$ cat config.mk
export PLATFORM = sky130hd
export DESIGN_NAME = issue_controller
export DESIGN_NICKNAME = d
export VERILOG_FILES = /design/src/rtl/tomasulo_pkg.sv /design/src/rtl/issue_skid_buf.sv /design/src/rtl/issue_controller.sv
export SDC_FILE = /design/constraint.sdc
export NUM_CORES = 1
export LEC_CHECK = 0
export BUFFER_PORTS_ARGS = -buffer_cell sky130_fd_sc_hd__buf_4
export CORE_ASPECT_RATIO = 0.7
export CORE_MARGIN = 2
export CORE_UTILIZATION = 30
export CTS_BUF_LIST = sky130_fd_sc_hd__clkbuf_4
export DETAILED_ROUTE_END_ITERATION = 10
export MAX_ROUTING_LAYER = met4
export RECOVER_POWER = 25
export SETUP_SLACK_MARGIN = 0.2
export SLEW_MARGIN = 20
export SYNTH_ARGS = -nofsm -noshare
export SYNTH_HDL_FRONTEND = slang
export SYNTH_SLANG_ARGS = --single-unit
$ cat constraint.sdc
create_clock -name clock -period 4 [get_ports clock]
set_input_delay 0.8 -clock clock [delete_from_list [all_inputs] [get_ports clock]]
set_output_delay 0.8 -clock clock [all_outputs]
set_load 0.02 [all_outputs]
$ cat src/rtl/tomasulo_pkg.sv
// Shared decode types and helpers for the
// Tomasulo in-order issue stage.
package tomasulo_pkg;

  localparam logic [3:0] OP_ADD = 4'd0;
  localparam logic [3:0] OP_SUB = 4'd1;
  localparam logic [3:0] OP_SD  = 4'd2;
  localparam logic [3:0] OP_LD  = 4'd3;

  typedef enum logic [1:0] {
    CLS_ADD,
    CLS_LS,
    CLS_ILL
  } cls_e;

  typedef struct packed {
    cls_e       cls;
    logic [1:0] op;
    logic       wr_rd;
    logic       use_j;
    logic [3:0] rd;
    logic [3:0] rj;
    logic [3:0] rk;
    logic [3:0] imm;
  } dec_t;

  function automatic int slot_tag(
    input int base,
    input int idx
  );
    return base + idx + 1;
  endfunction

  function automatic dec_t decode(
    input logic [15:0] w
  );
    dec_t d;
    d     = '0;
    d.cls = CLS_ILL;
    d.op  = w[13:12];
    unique case (1'b1)
      (w[15:12] == OP_ADD) ||
      (w[15:12] == OP_SUB): begin
        d.cls   = CLS_ADD;
        d.wr_rd = 1'b1;
        d.use_j = 1'b1;
        d.rd    = w[11:8];
        d.rj    = w[7:4];
        d.rk    = w[3:0];
      end
      w[15:12] == OP_SD: begin
        d.cls   = CLS_LS;
        d.use_j = 1'b1;
        d.rj    = w[11:8];
        d.rk    = w[3:0];
        d.imm   = w[7:4];
      end
      w[15:12] == OP_LD: begin
        d.cls   = CLS_LS;
        d.wr_rd = 1'b1;
        d.rd    = w[11:8];
        d.rk    = w[3:0];
        d.imm   = w[7:4];
      end
      default: d.cls = CLS_ILL;
    endcase
    return d;
  endfunction

endpackage

$ cat src/rtl/issue_skid_buf.sv
// Two-entry in-order skid buffer that holds
// instruction words while issue is stalled.
module issue_skid_buf #(
  parameter int W = 16
) (
  input  logic         clock,
  input  logic         reset,
  input  logic         push,
  input  logic         pop,
  input  logic [W-1:0] din,
  output logic [W-1:0] head,
  output logic [1:0]   count
);

  logic [W-1:0] tail;

  always_ff @(posedge clock) begin
    if (reset) begin
      count <= 2'd0;
      head  <= '0;
      tail  <= '0;
    end else begin
      unique case ({push, pop})
        2'b10: begin
          if (count == 2'd0) head <= din;
          else               tail <= din;
          count <= count + 2'd1;
        end
        2'b01: begin
          head  <= tail;
          count <= count - 2'd1;
        end
        2'b11: begin
          if (count == 2'd2) begin
            head <= tail;
            tail <= din;
          end else begin
            head <= din;
          end
        end
        default: ;
      endcase
    end
  end

  // The one-cycle fetch handshake bounds occupancy at two.
  a_no_ovf: assert property (
    @(posedge clock) disable iff (reset)
    !(push && !pop && count == 2'd2));

  a_no_unf: assert property (
    @(posedge clock) disable iff (reset)
    !(pop && count == 2'd0));

endmodule

$ cat src/rtl/issue_controller.sv
// In-order issue: decode, slot allocation,
// register renaming and CDB tag clearing.
module issue_controller
  import tomasulo_pkg::*;
#(
  parameter int NUM_ADD = 3,
  parameter int NUM_LS  = 3,
  parameter int TAG_W   = 3
) (
  input  logic             clock,
  input  logic             reset,
  output logic             disponivel,
  input  logic             instInEn,
  input  logic [15:0]      instIn,
  input  logic             cdbEn,
  input  logic [TAG_W-1:0] cdbTag,
  input  logic             stDoneEn,
  input  logic [TAG_W-1:0] stDoneTag,
  output logic             issueEn,
  output logic [TAG_W-1:0] issueTag,
  output logic [1:0]       issueOp,
  output logic [3:0]       issueRd,
  output logic [3:0]       issueRj,
  output logic [3:0]       issueRk,
  output logic [TAG_W-1:0] issueQj,
  output logic [TAG_W-1:0] issueQk,
  output logic [3:0]       issueImm,
  output logic             illegalEn
);

  localparam int NS = NUM_ADD + NUM_LS;

  logic [1:0]       count;
  logic [15:0]      head;
  logic [15:0]      cand;
  logic             push;
  logic             pop;
  logic             have;
  logic             go;
  logic             ill;
  logic             hit;
  int               slot;
  dec_t             d;
  logic [TAG_W-1:0] tag;
  logic [TAG_W-1:0] qj;
  logic [TAG_W-1:0] qk;
  logic [NS-1:0]    busy;
  logic [NS-1:0]    busy_nx;
  logic [TAG_W-1:0] reg_tag [16];

  issue_skid_buf #(.W(16)) u_buf (
    .clock (clock),
    .reset (reset),
    .push  (push),
    .pop   (pop),
    .din   (instIn),
    .head  (head),
    .count (count)
  );

  function automatic logic [TAG_W-1:0] fwd(
    input logic [TAG_W-1:0] t
  );
    return (cdbEn && cdbTag == t) ? '0 : t;
  endfunction

  assign disponivel = !reset && count == 2'd0;
  assign have = count != 2'd0 || instInEn;
  assign cand = count != 2'd0 ? head : instIn;
  assign d    = decode(cand);

  always_comb begin
    hit  = 1'b0;
    slot = 0;
    for (int s = NS - 1; s >= 0; s--) begin
      if (!busy[s] &&
          ((d.cls == CLS_ADD && s < NUM_ADD) ||
           (d.cls == CLS_LS && s >= NUM_ADD))) begin
        hit  = 1'b1;
        slot = s;
      end
    end
  end

  assign go   = have && hit;
  assign ill  = have && d.cls == CLS_ILL;
  assign pop  = count != 2'd0 && (go || ill);
  assign push = !reset && instInEn &&
                (count != 2'd0 || !(go || ill));
  assign tag  = TAG_W'(slot_tag(0, slot));
  assign qj   = d.use_j ? fwd(reg_tag[d.rj]) : '0;
  assign qk   = fwd(reg_tag[d.rk]);

  // Busy reflects the pre-edge state, so a freed slot waits one edge.
  always_comb begin
    busy_nx = busy;
    for (int s = 0; s < NS; s++) begin
      if ((cdbEn &&
           cdbTag == TAG_W'(slot_tag(0, s))) ||
          (stDoneEn &&
           stDoneTag == TAG_W'(slot_tag(0, s))))
        busy_nx[s] = 1'b0;
      if (go && s == slot)
        busy_nx[s] = 1'b1;
    end
  end

  always_ff @(posedge clock) begin
    if (reset) begin
      busy      <= '0;
      issueEn   <= 1'b0;
      illegalEn <= 1'b0;
      issueTag  <= '0;
      issueOp   <= '0;
      issueRd   <= '0;
      issueRj   <= '0;
      issueRk   <= '0;
      issueQj   <= '0;
      issueQk   <= '0;
      issueImm  <= '0;
      for (int r = 0; r < 16; r++)
        reg_tag[r] <= '0;
    end else begin
      busy      <= busy_nx;
      issueEn   <= go;
      illegalEn <= ill;
      issueTag  <= go ? tag : '0;
      issueOp   <= go ? d.op : '0;
      issueRd   <= go ? d.rd : '0;
      issueRj   <= go ? d.rj : '0;
      issueRk   <= go ? d.rk : '0;
      issueQj   <= go ? qj : '0;
      issueQk   <= go ? qk : '0;
      issueImm  <= go ? d.imm : '0;
      // Rename wins over a same-edge CDB clear.
      for (int r = 0; r < 16; r++) begin
        if (go && d.wr_rd && d.rd == 4'(r))
          reg_tag[r] <= tag;
        else if (cdbEn && reg_tag[r] == cdbTag)
          reg_tag[r] <= '0;
      end
    end
  end

endmodule
==> run_summary.xml <==
<?xml version="1.0" encoding="UTF-8"?>
<metrics>
  <group name="clocking">
    <metric name="cts_buffer_depth" unit="">2</metric>
    <metric name="cts.root.buffer_cell" unit="">sky130_fd_sc_hd__clkbuf_4</metric>
    <metric name="clk_pin_slew" unit="ns">0.12</metric>
    <metric name="clock_tree.htree_level_count" unit="">4</metric>
    <metric name="post_cts.repair.setup_buffers" unit="">0</metric>
    <metric name="worstSkewPairLatency" unit="ns">0.55</metric>
    <metric name="holdBufCountCts" unit="">0</metric>
    <metric name="cts-buffers-inserted" unit="">17</metric>
    <metric name="cts_tree" unit="">done</metric>
    <metric name="cts_sinks" unit="">117</metric>
  </group>
  <group name="die">
    <metric name="dieArea" unit="um^2">24990</metric>
    <metric name="i_o_pin_total" unit="">57</metric>
    <metric name="design.core.area" unit="um^2">23460</metric>
    <metric name="fp-row-count" unit="">47</metric>
    <metric name="effective_utilization_at_floorplan" unit="%">30.33</metric>
    <metric name="die_x" unit="um">188.1</metric>
    <metric name="dieHeight" unit="um">132.9</metric>
  </group>
  <group name="drt">
    <metric name="detailroute.via_count" unit="">6541</metric>
    <metric name="drc" unit="">0</metric>
    <metric name="drt-vias-per-instance" unit="">5.492</metric>
    <metric name="post_detailed_route_wirelength_per_cell" unit="um">19.59</metric>
    <metric name="drt-pass1-iter-count" unit="">6</metric>
    <metric name="routed_wirelength" unit="um">23330</metric>
    <metric name="final_antenna_net_count" unit="">0</metric>
    <metric name="drt_iter0_drc" unit="">851</metric>
  </group>
  <group name="cells_and_area">
    <metric name="layout-drive-gt1-share" unit="%">13.76</metric>
    <metric name="utilization" unit="%">34.17</metric>
    <metric name="fillCellCount" unit="">2453</metric>
    <metric name="fin_cells" unit="">1191</metric>
    <metric name="synthToLayoutAreaGrowth" unit="%">12.68</metric>
    <metric name="fin_nets" unit="">894</metric>
  </group>
  <group name="pwr">
    <metric name="power_density_over_cell_area" unit="nW/um^2">625.1</metric>
    <metric name="cellLeakagePower" unit="nW">2.692</metric>
    <metric name="max_rail_drop_vdd" unit="V">0.0002582</metric>
  </group>
  <group name="synthesis">
    <metric name="synth.area.mux_share" unit="%">5.574</metric>
    <metric name="yosysTopAreaCell" unit="">sky130_fd_sc_hd__edfxtp_1</metric>
    <metric name="synthesis.area" unit="um^2">7116</metric>
    <metric name="synth_seq_area_share" unit="%">39.67</metric>
    <metric name="synth_compound_area_share" unit="%">19.89</metric>
    <metric name="yosys.area_share.xor_xnor" unit="%">7.245</metric>
    <metric name="flip_flop_cell_with_the_highest_count_after_synthesis" unit="">sky130_fd_sc_hd__dfxtp_1</metric>
    <metric name="syn-num-nets" unit="">849</metric>
    <metric name="ys_warn_count" unit="">0</metric>
    <metric name="synth_top_family_by_area" unit="">simple AND/OR/NAND/NOR gates</metric>
    <metric name="synth-async-reset-ratio" unit="%">0</metric>
    <metric name="synth.avg_cell_area" unit="um^2">8.741</metric>
    <metric name="post_synth_and_or_nand_nor_area_fraction" unit="%">21.54</metric>
    <metric name="synth_seq_cells" unit="">117</metric>
    <metric name="synth_enable_flop_cells" unit="">48</metric>
    <metric name="synth_cell_types" unit="">85</metric>
    <metric name="synthTopCellsByArea" unit="">sky130_fd_sc_hd__edfxtp_1 20%, sky130_fd_sc_hd__dfxtp_1 19%, sky130_fd_sc_hd__xnor2_1 6.2%</metric>
    <metric name="syn_inst" unit="">814</metric>
    <metric name="synth_fa_ha_area_share" unit="%">1.407</metric>
    <metric name="netlist.area_leader.share" unit="%">20.26</metric>
  </group>
  <group name="run_status">
    <metric name="status" unit="">finished clean</metric>
  </group>
  <group name="timing">
    <metric name="min_hold_slack" unit="ns">0.4657</metric>
    <metric name="drv_slew" unit="">0</metric>
    <metric name="post-route-min-period" unit="ns">3.649</metric>
    <metric name="final.setup_skew" unit="ns">0.02799</metric>
    <metric name="grt_setup_unrepaired" unit="">no</metric>
    <metric name="final-hold-violation-count" unit="">0</metric>
    <metric name="portion_of_the_clock_cycle_consumed_by_the_worst_path_in_the_final_layout" unit="%">91.22</metric>
    <metric name="setup_viol" unit="">0</metric>
    <metric name="achievable-frequency" unit="MHz">274.1</metric>
    <metric name="aggregate_negative_setup_slack" unit="ns">0</metric>
    <metric name="slew_headroom" unit="%">27.53</metric>
    <metric name="max_slew.worst_pin.slew" unit="ns">1.087</metric>
  </group>
  <group name="placed_design">
    <metric name="routabilityCongestion" unit="">0.9238</metric>
    <metric name="portBuffers" unit="">56</metric>
    <metric name="dp_hpwl" unit="um">17510</metric>
    <metric name="placed_cells_incl_taps" unit="">1158</metric>
  </group>
  <group name="grt">
    <metric name="antenna_found_initial" unit="">1</metric>
    <metric name="grt_remaining_overflow" unit="">0</metric>
    <metric name="number_of_global_route_vias_before_repair" unit="">6063</metric>
    <metric name="grt_usage" unit="%">19.50</metric>
    <metric name="wire_length_of_the_first_global_routing_pass" unit="um">36290</metric>
    <metric name="grt_max_degree" unit="">53</metric>
  </group>
  <group name="worst_hold_path">
    <metric name="hp-start" unit="">u_buf.tail[2]</metric>
    <metric name="min_delay_path_depth" unit="">2</metric>
    <metric name="hold_class" unit="">flop to flop</metric>
    <metric name="timing.hold.worst_endpoint" unit="">u_buf.tail[2]</metric>
  </group>
  <group name="setup_path">
    <metric name="critical_path_peak_fanout" unit="">14</metric>
    <metric name="cp.arrival" unit="ns">3.94</metric>
    <metric name="r2r_cells" unit="">10</metric>
    <metric name="setup.worst_path.class" unit="">flop to flop</metric>
    <metric name="regToRegEndpoint" unit="">reg_tag[1][1]</metric>
    <metric name="end_kind" unit="">flop</metric>
    <metric name="timing.critical_path.from_type" unit="">flop</metric>
    <metric name="register_to_register_setup_slack" unit="ns">0.35</metric>
    <metric name="worst-endpoint-required" unit="ns">4.29</metric>
    <metric name="worst_r2r_startpoint" unit="">u_buf.count[1]</metric>
  </group>
  <group name="run">
    <metric name="cap_viol_max_count" unit="">0</metric>
  </group>
</metrics>
-- worst max path at each step --
stage	startpoint	to	slack, ns	cells after the start
after floorplan	instIn[14]	reg_tag[0][2]	0.27	13
after global placement	instIn[13]	u_buf.head[12]	0.14	14
after detailed placement	instIn[13]	u_buf.head[8]	0.03	14
after CTS	u_buf.count[1]	u_buf.head[8]	0.36	13
after global routing	u_buf.count[1]	reg_tag[12][1]	0.12	10
final	u_buf.count[1]	reg_tag[1][1]	0.35	10
-- kinds of logic (layout without fill, tap and decap cells) --
kind of cell,count (synthesis),after routing
multiplexers,34,34
adder cells (fa/ha/maj),8,8
buffers and inverters,75,133
AND/OR/NAND/NOR,323,323
AO/OA/AOI/OAI,199,199
other,0,1
flip-flops,117,117
XOR/XNOR,58,58
-- final cells by class --
| class | instances | area (um^2) | share of cell area, % |
|---|---|---|---|
| timing repair buffer | 79 | 476.7 | 5.946 |
| clock buffer | 17 | 127.6 | 1.592 |
| tap | 318 | 397.9 | 4.963 |
| multi-input combinational | 622 | 3973 | 49.55 |
| clock inverter | 15 | 133.9 | 1.670 |
| inverter | 22 | 82.58 | 1.030 |
| sequential | 117 | 2824 | 35.22 |
| antenna | 1 | 2.502 | 0.03121 |
-- critical path: stages (launching register included) --
cell and delay (ns):
sky130_fd_sc_hd__dfxtp_1 0.70, sky130_fd_sc_hd__o21a_1 0.32, sky130_fd_sc_hd__or2_0 0.23, sky130_fd_sc_hd__buf_4 0.26, sky130_fd_sc_hd__nand2_1 0.07, sky130_fd_sc_hd__a21oi_1 0.44
sky130_fd_sc_hd__clkbuf_1 0.38, sky130_fd_sc_hd__inv_1 0.21, sky130_fd_sc_hd__ha_1 0.42, sky130_fd_sc_hd__inv_1 0.29, sky130_fd_sc_hd__nor2_1 0.09
-- synth_stat cells (all sizes together) (8+ instances only) --
cell and count:
a31oi 10, a22oi 12, nor2 115, nand2 92, clkbuf 28, xnor2 50
xor2 8, a21oi 61, a222oi 9, mux2i 25, buf 25, inv 22
a41oi 10, dfxtp 69, ha 8, o21ai 30, o211ai 12, nand3 34
edfxtp 48, nand4 23
-- state kept, by name, summed over array words and instances, names as in the netlist, 2 cells and up --
signal and cells:
u_buf.count 2, u_buf.tail 16, issueQj 3, issueOp 2
reg_tag 48, issueRj 4, issueImm 4, u_buf.head 16
issueRk 4, issueRd 4, busy 6, issueTag 3
issueQk 3
-- metal layers --
layer | global-route usage, % | routed length [um]
met5 | - | 0
met4 | 5.074 | 274
met3 | 5.995 | 2468
met2 | 25.03 | 9061
met1 | 28.88 | 11520
-- report_power, final --
part           internal, mW  leakage (nW)  total [mW]  switching (mW)
clock                 0.311         0.140       0.833           0.522
sequential             1.43          1.06        1.64           0.209
combinational         0.873          1.50        2.54            1.66
-- metrics by stage --
step | instance area [um^2] | total power, mW | worst slack [ns]
after global placement | 7865 | 4.165 | 0.1368
after detailed placement | 7865 | 4.162 | 0.03263
after floorplan | 7116 | 3.409 | 0.2666
after global routing | 8018 | 5.325 | 0.1242
after CTS | 8127 | 4.991 | 0.3585
final | 8018 | 5.012 | 0.3512
-- timing repair --
item / CTS / global route
setup endpoints to repair: 0 / 1
endpoints found under the hold margin: 0 / 0
resized for setup: 0 / 1
-- placed cells by master, fill, tap and decap left out, drive strengths merged, types with 4 or more instances in the layout --
| master | instances |
|---|---|
| nand4 | 23 |
| nor2b | 6 |
| o2111ai | 6 |
| mux4 | 4 |
| a31oi | 10 |
| nand3 | 34 |
| dfxtp | 69 |
| o221ai | 6 |
| o21a | 5 |
| buf | 48 |
| xor2 | 8 |
| clkinv | 10 |
| a32oi | 5 |
| nand2 | 92 |
| nor2 | 115 |
| a21oi | 61 |
| clkbuf | 48 |
| a222oi | 9 |
| mux2i | 25 |
| or4 | 4 |
| a22oi | 12 |
| a41oi | 10 |
| nand2b | 7 |
| o21ai | 30 |
| o211ai | 12 |
| xnor2 | 50 |
| a21o | 4 |
| ha | 8 |
| nor3 | 7 |
| or2 | 6 |
| or4b | 4 |
| inv | 24 |
| o31ai | 4 |
| a211oi | 7 |
| or3 | 4 |
| mux2 | 5 |
| edfxtp | 48 |
Note: power is estimated with default switching activity, not from simulation.
